--- config.mk ---
export PLATFORM = sky130hd
export DESIGN_NAME = width_16to12
export DESIGN_NICKNAME = d
export VERILOG_FILES = /design/src/rtl/width_16to12.sv
export SDC_FILE = /design/constraint.sdc
export NUM_CORES = 1
export LEC_CHECK = 0
export BUFFER_PORTS_ARGS = -buffer_cell sky130_fd_sc_hd__buf_2
export CORE_ASPECT_RATIO = 1.25
export CORE_MARGIN = 5
export CORE_UTILIZATION = 55
export CTS_BUF_LIST = sky130_fd_sc_hd__clkbuf_2
export DETAILED_ROUTE_END_ITERATION = 10
export PLACE_DENSITY = 0.81
export RECOVER_POWER = 50
export SKIP_LAST_GASP = 1
export SLEW_MARGIN = 0
export SYNTH_ARGS = -nofsm -noshare
export SYNTH_HDL_FRONTEND = slang
export SYNTH_SLANG_ARGS = --single-unit
--- constraint.sdc ---
create_clock -name clk -period 4.96 [get_ports clk]
set_clock_uncertainty 0.2 [all_clocks]
set_input_delay 0.496 -clock clk [delete_from_list [all_inputs] [get_ports clk]]
set_output_delay 0.496 -clock clk [all_outputs]
set_load 0.05 [all_outputs]
--- src/rtl/width_16to12.sv ---
// width_16to12: repacks a 16-bit word stream into 12-bit words, LSB first.
// Optional stream-end handling is enabled by defining WIDTH_16TO12_LAST_EN.
module width_16to12 (
  input  logic        clk,
  input  logic        rst,
  input  logic [15:0] din,
  input  logic        din_vld,
  input  logic        din_last,
  output logic        din_rdy,
  output logic [11:0] dout,
  output logic        dout_vld,
  input  logic        dout_rdy,
  output logic        dout_last
);

  typedef enum logic [2:0] {
    P0,
    P1,
    P2,
    P3,
    FLUSH
  } state_t;

`ifdef WIDTH_16TO12_LAST_EN
  localparam bit LAST_EN = 1'b1;
`else
  localparam bit LAST_EN = 1'b0;
`endif

  state_t      state;
  state_t      state_nxt;
  logic [11:0] residue;
  logic        last_q;
  logic        last_in;
  logic        out_free;
  logic        acc;
  logic        emit;
  logic        unused_last;

  // din_last only matters when stream-end handling is built in
  assign last_in     = LAST_EN & din_last;
  assign unused_last = din_last;

  // state register
  always_ff @(posedge clk) begin
    if (rst) state <= P0;
    else     state <= state_nxt;
  end

  // next-state: P0..P2 advance on accepts, P3/FLUSH drain one word
  always_comb begin
    state_nxt = state;
    unique case (state)
      P0:      if (acc) state_nxt = last_in ? FLUSH : P1;
      P1:      if (acc) state_nxt = last_in ? FLUSH : P2;
      P2:      if (acc) state_nxt = P3;
      P3:      if (out_free) state_nxt = P0;
      FLUSH:   if (out_free) state_nxt = P0;
      default: state_nxt = P0;
    endcase
  end

  // handshake decode: input accept and residue emit
  always_comb begin
    out_free = !dout_vld || dout_rdy;
    din_rdy  = 1'b0;
    emit     = 1'b0;
    unique case (state)
      P0, P1, P2: din_rdy = out_free && !rst;
      P3, FLUSH:  emit    = out_free && !rst;
      default: ;
    endcase
    acc = din_vld && din_rdy;
  end

  // output word, residue and stream-end datapath
  always_ff @(posedge clk) begin
    if (rst) begin
      residue   <= '0;
      last_q    <= 1'b0;
      dout      <= '0;
      dout_vld  <= 1'b0;
      dout_last <= 1'b0;
    end else if (acc) begin
      unique case (state)
        P0: begin
          dout    <= din[11:0];
          residue <= {8'h00, din[15:12]};
        end
        P1: begin
          dout    <= {din[7:0], residue[3:0]};
          residue <= {4'h0, din[15:8]};
        end
        P2: begin
          dout    <= {din[3:0], residue[7:0]};
          residue <= din[15:4];
          last_q  <= last_in;
        end
        default: ;
      endcase
      dout_vld  <= 1'b1;
      dout_last <= 1'b0;
    end else if (emit) begin
      // residue upper bits are already zero, so it is the padded word
      dout      <= residue;
      dout_vld  <= 1'b1;
      dout_last <= LAST_EN & ((state == FLUSH) | last_q);
      residue   <= '0;
      last_q    <= 1'b0;
    end else if (dout_vld && dout_rdy) begin
      dout_vld  <= 1'b0;
      dout_last <= 1'b0;
    end
  end

endmodule

Yosys cells after proc, flatten, opt, wreduce, memory -nomap -nowiden
Index checks and enable logic that the tools add are counted.

storage, ports and cells
  bits in writable memories = 0
  memories = 0
  ROM bits = 0
  bits in latches = 0
  bits in registers = 28
  bits of input ports = 21
  logic and storage cells = 42

operators by class
  shifts and indexed selects = 0
  bitwise operators = 0
  equal/unequal tests = 9
  reductions and logical operators = 13
  magnitude comparators = 0
  multipliers = 0
  add/subtract/negate cells = 0
  mux-type cells = 16
  divide/modulo/power cells = 0

operators with widths
  operator            number
  $pmux 12 s3         2
  $mux 12             4
  $mux 3              4
  $pmux 3 s4          1
  $eq 3x2->1 const B  2
  $ne 2x2->1 const B  3
  $mux 1              5
  $ne 4x1->1 const B  1
  $reduce_and 4->1    1
  $eq 3x1->1 const B  1
  $eq 3x3->1 const B  1
  $logic_and 1x1->1   3
  $logic_not 3->1     1
  $reduce_bool 3->1   1
  $reduce_or 3->1     1
  $logic_not 1->1     2
  $ne 2x1->1 const B  1
  $reduce_and 2->1    1
  $reduce_bool 2->1   1
  $reduce_or 2->1     1
  $logic_or 1x1->1    1

Depth between registers and ports, before layout
  word-level depth = 7
  mapped depth = 8

Worst setup path before layout
No wires, ideal clock.

  kind = register -> output
  start point = register dout_vld
  end point = output port din_rdy
  arrival time = 1.755 ns
  required time = 4.264 ns
  path slack = 2.509 ns
  cell stages (with the launch flop) = 3
  cell sequence = dfxtp_1 > nor2b_1 > nor3_1

between the ends
  word-level cells in the longest chain between the ends = 4

RTL lines
  item                    line  source
  start, declared         11    output logic dout_vld,
  start signal, assigned  82    dout_vld <= 1'b0;
  start signal, assigned  101   dout_vld <= 1'b1;
  start signal, assigned  106   dout_vld <= 1'b1;
  $logic_not 1->1         65    out_free = !dout_vld || dout_rdy;
  $logic_or 1x1->1        65
  $logic_and 1x1->1       69    P0, P1, P2: din_rdy = out_free && !rst;
  $mux 1                  68    unique case (state)
  end, declared           9     output logic din_rdy,

No other way between the ends.

Worst setup path after layout
  start point = register state[0]
  end point = register residue[1]

between the ends
  word-level cells in the longest chain between the ends = 6
  elaborated cells on any way between the ends = 15
  those cells by class = eq/ne: 5; mux: 4; reduce/logical: 6

RTL lines
  item                                                              line    source
  start, declared                                                   30      state_t state;
  start signal, assigned                                            47      else state <= state_nxt;
  $eq 3x2->1 (tied with other cells)                                68, 85
  $reduce_or 3->1                                                   68
  $mux 1                                                            68
  $logic_and 1x1->1                                                 73      acc = din_vld && din_rdy;
  $ne 4x1->1 (no source line) or $reduce_bool 2->1 (tied branches)  --
  $reduce_and 2->1 (no source line)                                 --
  end signal, assigned                                              88      residue <= {8'h00, din[15:12]};
  end signal, assigned                                              92      residue <= {4'h0, din[15:8]};
  end signal, assigned                                              96      residue <= din[15:4];
  end, declared                                                     32      logic [11:0] residue;

Parallel ways exist; a longest one is shown, timed or not.
A chain may end at the register's enable or synchronous reset.

==> impl_metrics.py <==
metrics = {
    "sta": {
        "max_slew.worst_pin.slew_ns": 2.21,
        "whs_ns": 0.207,
        "hold_viol": 0,
        "rsz0062_at_grt": "false",
        "timing.final.crit_period_ns": 3.39,
        "setup_violations": 0,
        "max_clock_freq_mhz": 295,
        "period_share_pct": 68.4,
        "relative_slew_slack_pct": -48.6,
        "setup_total_negative_slack_ns": 0,
        "slew_violations": 23,
    },
    "global_route": {
        "gr-total-overflow": 0,
        "grt_util_all_layers_pct": 20.6,
        "via_count_of_the_first_global_routing_pass": 1467,
        "grt_antenna_before_repair": 0,
        "grt_pass1_wl_um": 6410,
        "grt_start_max_net_pins": 33,
    },
    "synth": {
        "synth-edff-count": 0,
        "synth_top_flop_cell": "dfxtp_1",
        "netlist_area_mm2": 0.00150,
        "synth.net_count": 209,
        "synth_warnings": 0,
        "synth.top_cells.by_area": "dfxtp_1 36%, a21oi_1 7.0%, a22oi_1 6.0%, nand2_1 5.5%, o21ai_1 4.3%",
        "async_reset_ff_share_pct": 0,
        "yosysTopAreaCell": "dfxtp_1",
        "yosys_register_bits": 27,
        "netlist.area_leader.share_pct": 36.1,
        "synth_common_cells": "27 x dfxtp_1, 22 x nand2_1, 21 x a21oi_1, 13 x o21ai_1, 12 x a22oi_1",
        "synthesis.area_per_instance_um2": 8.18,
        "post_synth_num_cell_types": 36,
        "synth_seq_area_share_pct": 36.1,
        "post_syn_instances": 183,
        "yosysMostFrequentCell": "dfxtp_1",
    },
    "placement": {
        "detailedPlacementHpwl_um": 2530,
        "placedInstanceArea_mm2": 0.00161,
        "port_buffers": 33,
        "final_wtd_congestion": 0.830,
    },
    "cts": {
        "clockBufferDepth": 2,
        "ctsHoldBuffers": 0,
        "cts_max_level": 1,
        "cts_setup_buffers": 0,
        "cts_resized": 0,
        "clock_buffers_created_by_tritoncts": 3,
        "cts-root-buf": "clkbuf_2",
        "path_clk_slew_ns": 0.25,
        "worst_skew_pair.late_latency_ns": 0.36,
        "cts_sinks": 27,
        "cts_tree": "built",
    },
    "detailed_routing": {
        "postRouteWirelength_um": 3710,
        "detail_route.drc_violations": 0,
        "detail-route-antenna-nets": 0,
        "firstDrtPassIters": 5,
        "detailroute.via_count": 1493,
        "routedWlPerCell_um": 15.7,
        "dr.first_iter.drc_count": 68,
        "via_per_instance_ratio": 6.33,
    },
    "setup_path": {
        "worst_path_largest_cell_delay_ns": 1.66,
        "timing.critical_path.from_type": "flip-flop",
        "timing.critical_path.to_type": "flip-flop",
        "path_class": "flip-flop to flip-flop",
        "crit_required_ns": 5.06,
        "cp_num_buf_inv": 0,
        "cp_cell_sequence": "ha_1, nand2b_1, nor3_1, o2111ai_1, a21oi_1",
        "critical_path.top_delay_family": "simple AND/OR/NAND/NOR gates",
        "cell_with_the_biggest_individual_delay_on_the_critical_path": "nor3_1",
        "crit_path_dat_ns": 3.49,
        "worstPathMaxFanout": 22,
    },
    "final_layout": {
        "post_route_cells_drive_above_1_share_pct": 15.3,
        "layout.cell_area.non_filler_mm2": 0.00161,
        "insertedDiodeCount": 0,
        "area.growth.synth_to_final_pct": 7.60,
        "fin_nets": 229,
    },
    "die": {
        "fp.dieH_um": 68.3,
        "initial_utilization_pct": 56.4,
        "die_area_mm2": 0.00387,
        "floorplan.io_pins": 36,
        "rows": 21,
        "die_x_um": 56.7,
        "standard_cell_core_area_mm2": 0.00265,
    },
    "job": {
        "maxCapViolations": 1,
    },
    "pwr": {
        "peakVddDrop_mv": 0.188,
        "power_density_normalized_to_cell_area_mw_per_mm2": 285,
        "power_leakage_nw": 0.563,
    },
    "worst_hold_path": {
        "min-delay-path-class": "input pin to flip-flop",
    },
    "run_status": {
        "outcome": "complete, but fails checks",
        "violations": "max-capacitance violations, max-slew violations",
    },
}
==> routing by layer <==
metal | global-route usage, % | share of wire, % | up-vias
met5 | 0 | 0 | -
met4 | 9.79 | 1.8 | 0
met3 | 3.96 | 6.8 | 6
met2 | 36.8 | 49 | 50
met1 | 23.7 | 42 | 713
li1 | - | - | 724
==> cell type report <==
| cell class | count | area, µm² |
|---|---|---|
| repair buffers | 33 | 148 |
| fillers | 254 | 1040 |
| clock buffers | 3 | 15.0 |
| multi-input cells | 134 | 846 |
| flip-flops and latches | 27 | 541 |
| well taps | 34 | 42.5 |
| inverters | 4 | 15.0 |
| clock inverters | 1 | 5.00 |
==> report_power, final <==
| group | internal (W) | leakage, nW | switching (W) |
|---|---|---|---|
| Clock | 0.0000183 | 0.0164 | 0.0000643 |
| Sequential | 0.000228 | 0.220 | 0.00000678 |
| Combinational | 0.0000387 | 0.327 | 0.000103 |
| Total | 0.000285 | 0.563 | 0.000174 |
==> registers in the layout (all words and copies together), names as in the netlist <==
name	count
dout	12
residue	12
state	2
dout_vld	1
==> through the flow <==
| step | power, W | std cells | setup slack, ns | utilization [%] |
|---|---|---|---|---|
| after floorplan | 0.000350 | 183 | 2.51 | - |
| after global placement | 0.000377 | 232 | 1.96 | 60.8 |
| after detailed placement | 0.000382 | 232 | 1.88 | 60.8 |
| after CTS | 0.000464 | 236 | 1.81 | 61.6 |
| after global routing | 0.000486 | 236 | 1.24 | 60.7 |
| final | 0.000459 | 236 | 1.57 | 60.7 |
==> logic make-up (layout without fill, tap and decap cells) <==
family          after synthesis  count (layout)  share of synthesized area (%)
fa+ha+maj                     5               5                           4.18
flops                        27              27                           36.1
simple gates                 47              47                           15.1
other cells                   1               1                          0.250
buf+inv                      22              41                           7.10
compound gates               80              80                           36.6
mux                           1               1                          0.668
==> placed cells by master (no fill, tap or decap), drive strengths merged, types with 2 or more instances in the layout <==
cell type  netlist  routed
o211ai           8       8
a221oi           4       4
buf              8      19
nor2            10      10
nor2b            2       2
clkbuf          10      17
a21oi           25      25
o2111ai          5       5
a32oi            4       4
nand2           22      22
nor3             3       3
nand4            5       5
a22o             4       4
o21ai           14      14
inv              4       4
dfxtp           27      27
a22oi           12      12
ha               5       5
nand2b           2       2
==> worst paths after layout <==
| check | slack (ns) | cells after the start | end | start |
|---|---|---|---|---|
| max | 1.57 | 5 | residue[1] | state[0] |
| min | 0.21 | 3 | residue[9] | din[13] |
| min reg2reg | 0.27 | 2 | residue[2] | residue[2] |
| max reg2reg | 1.57 | 5 | residue[1] | state[0] |
==> worst reg2reg max path: cells and delay by family (launching register included) <==
kind,cells,cell delay [ns]
DFF,1,0.42
adders and majority gates,1,0.26
AOI/OAI and AO/OA,2,0.60
and+or+nand+nor,2,1.85
Note: power is estimated with default switching activity, not from simulation.
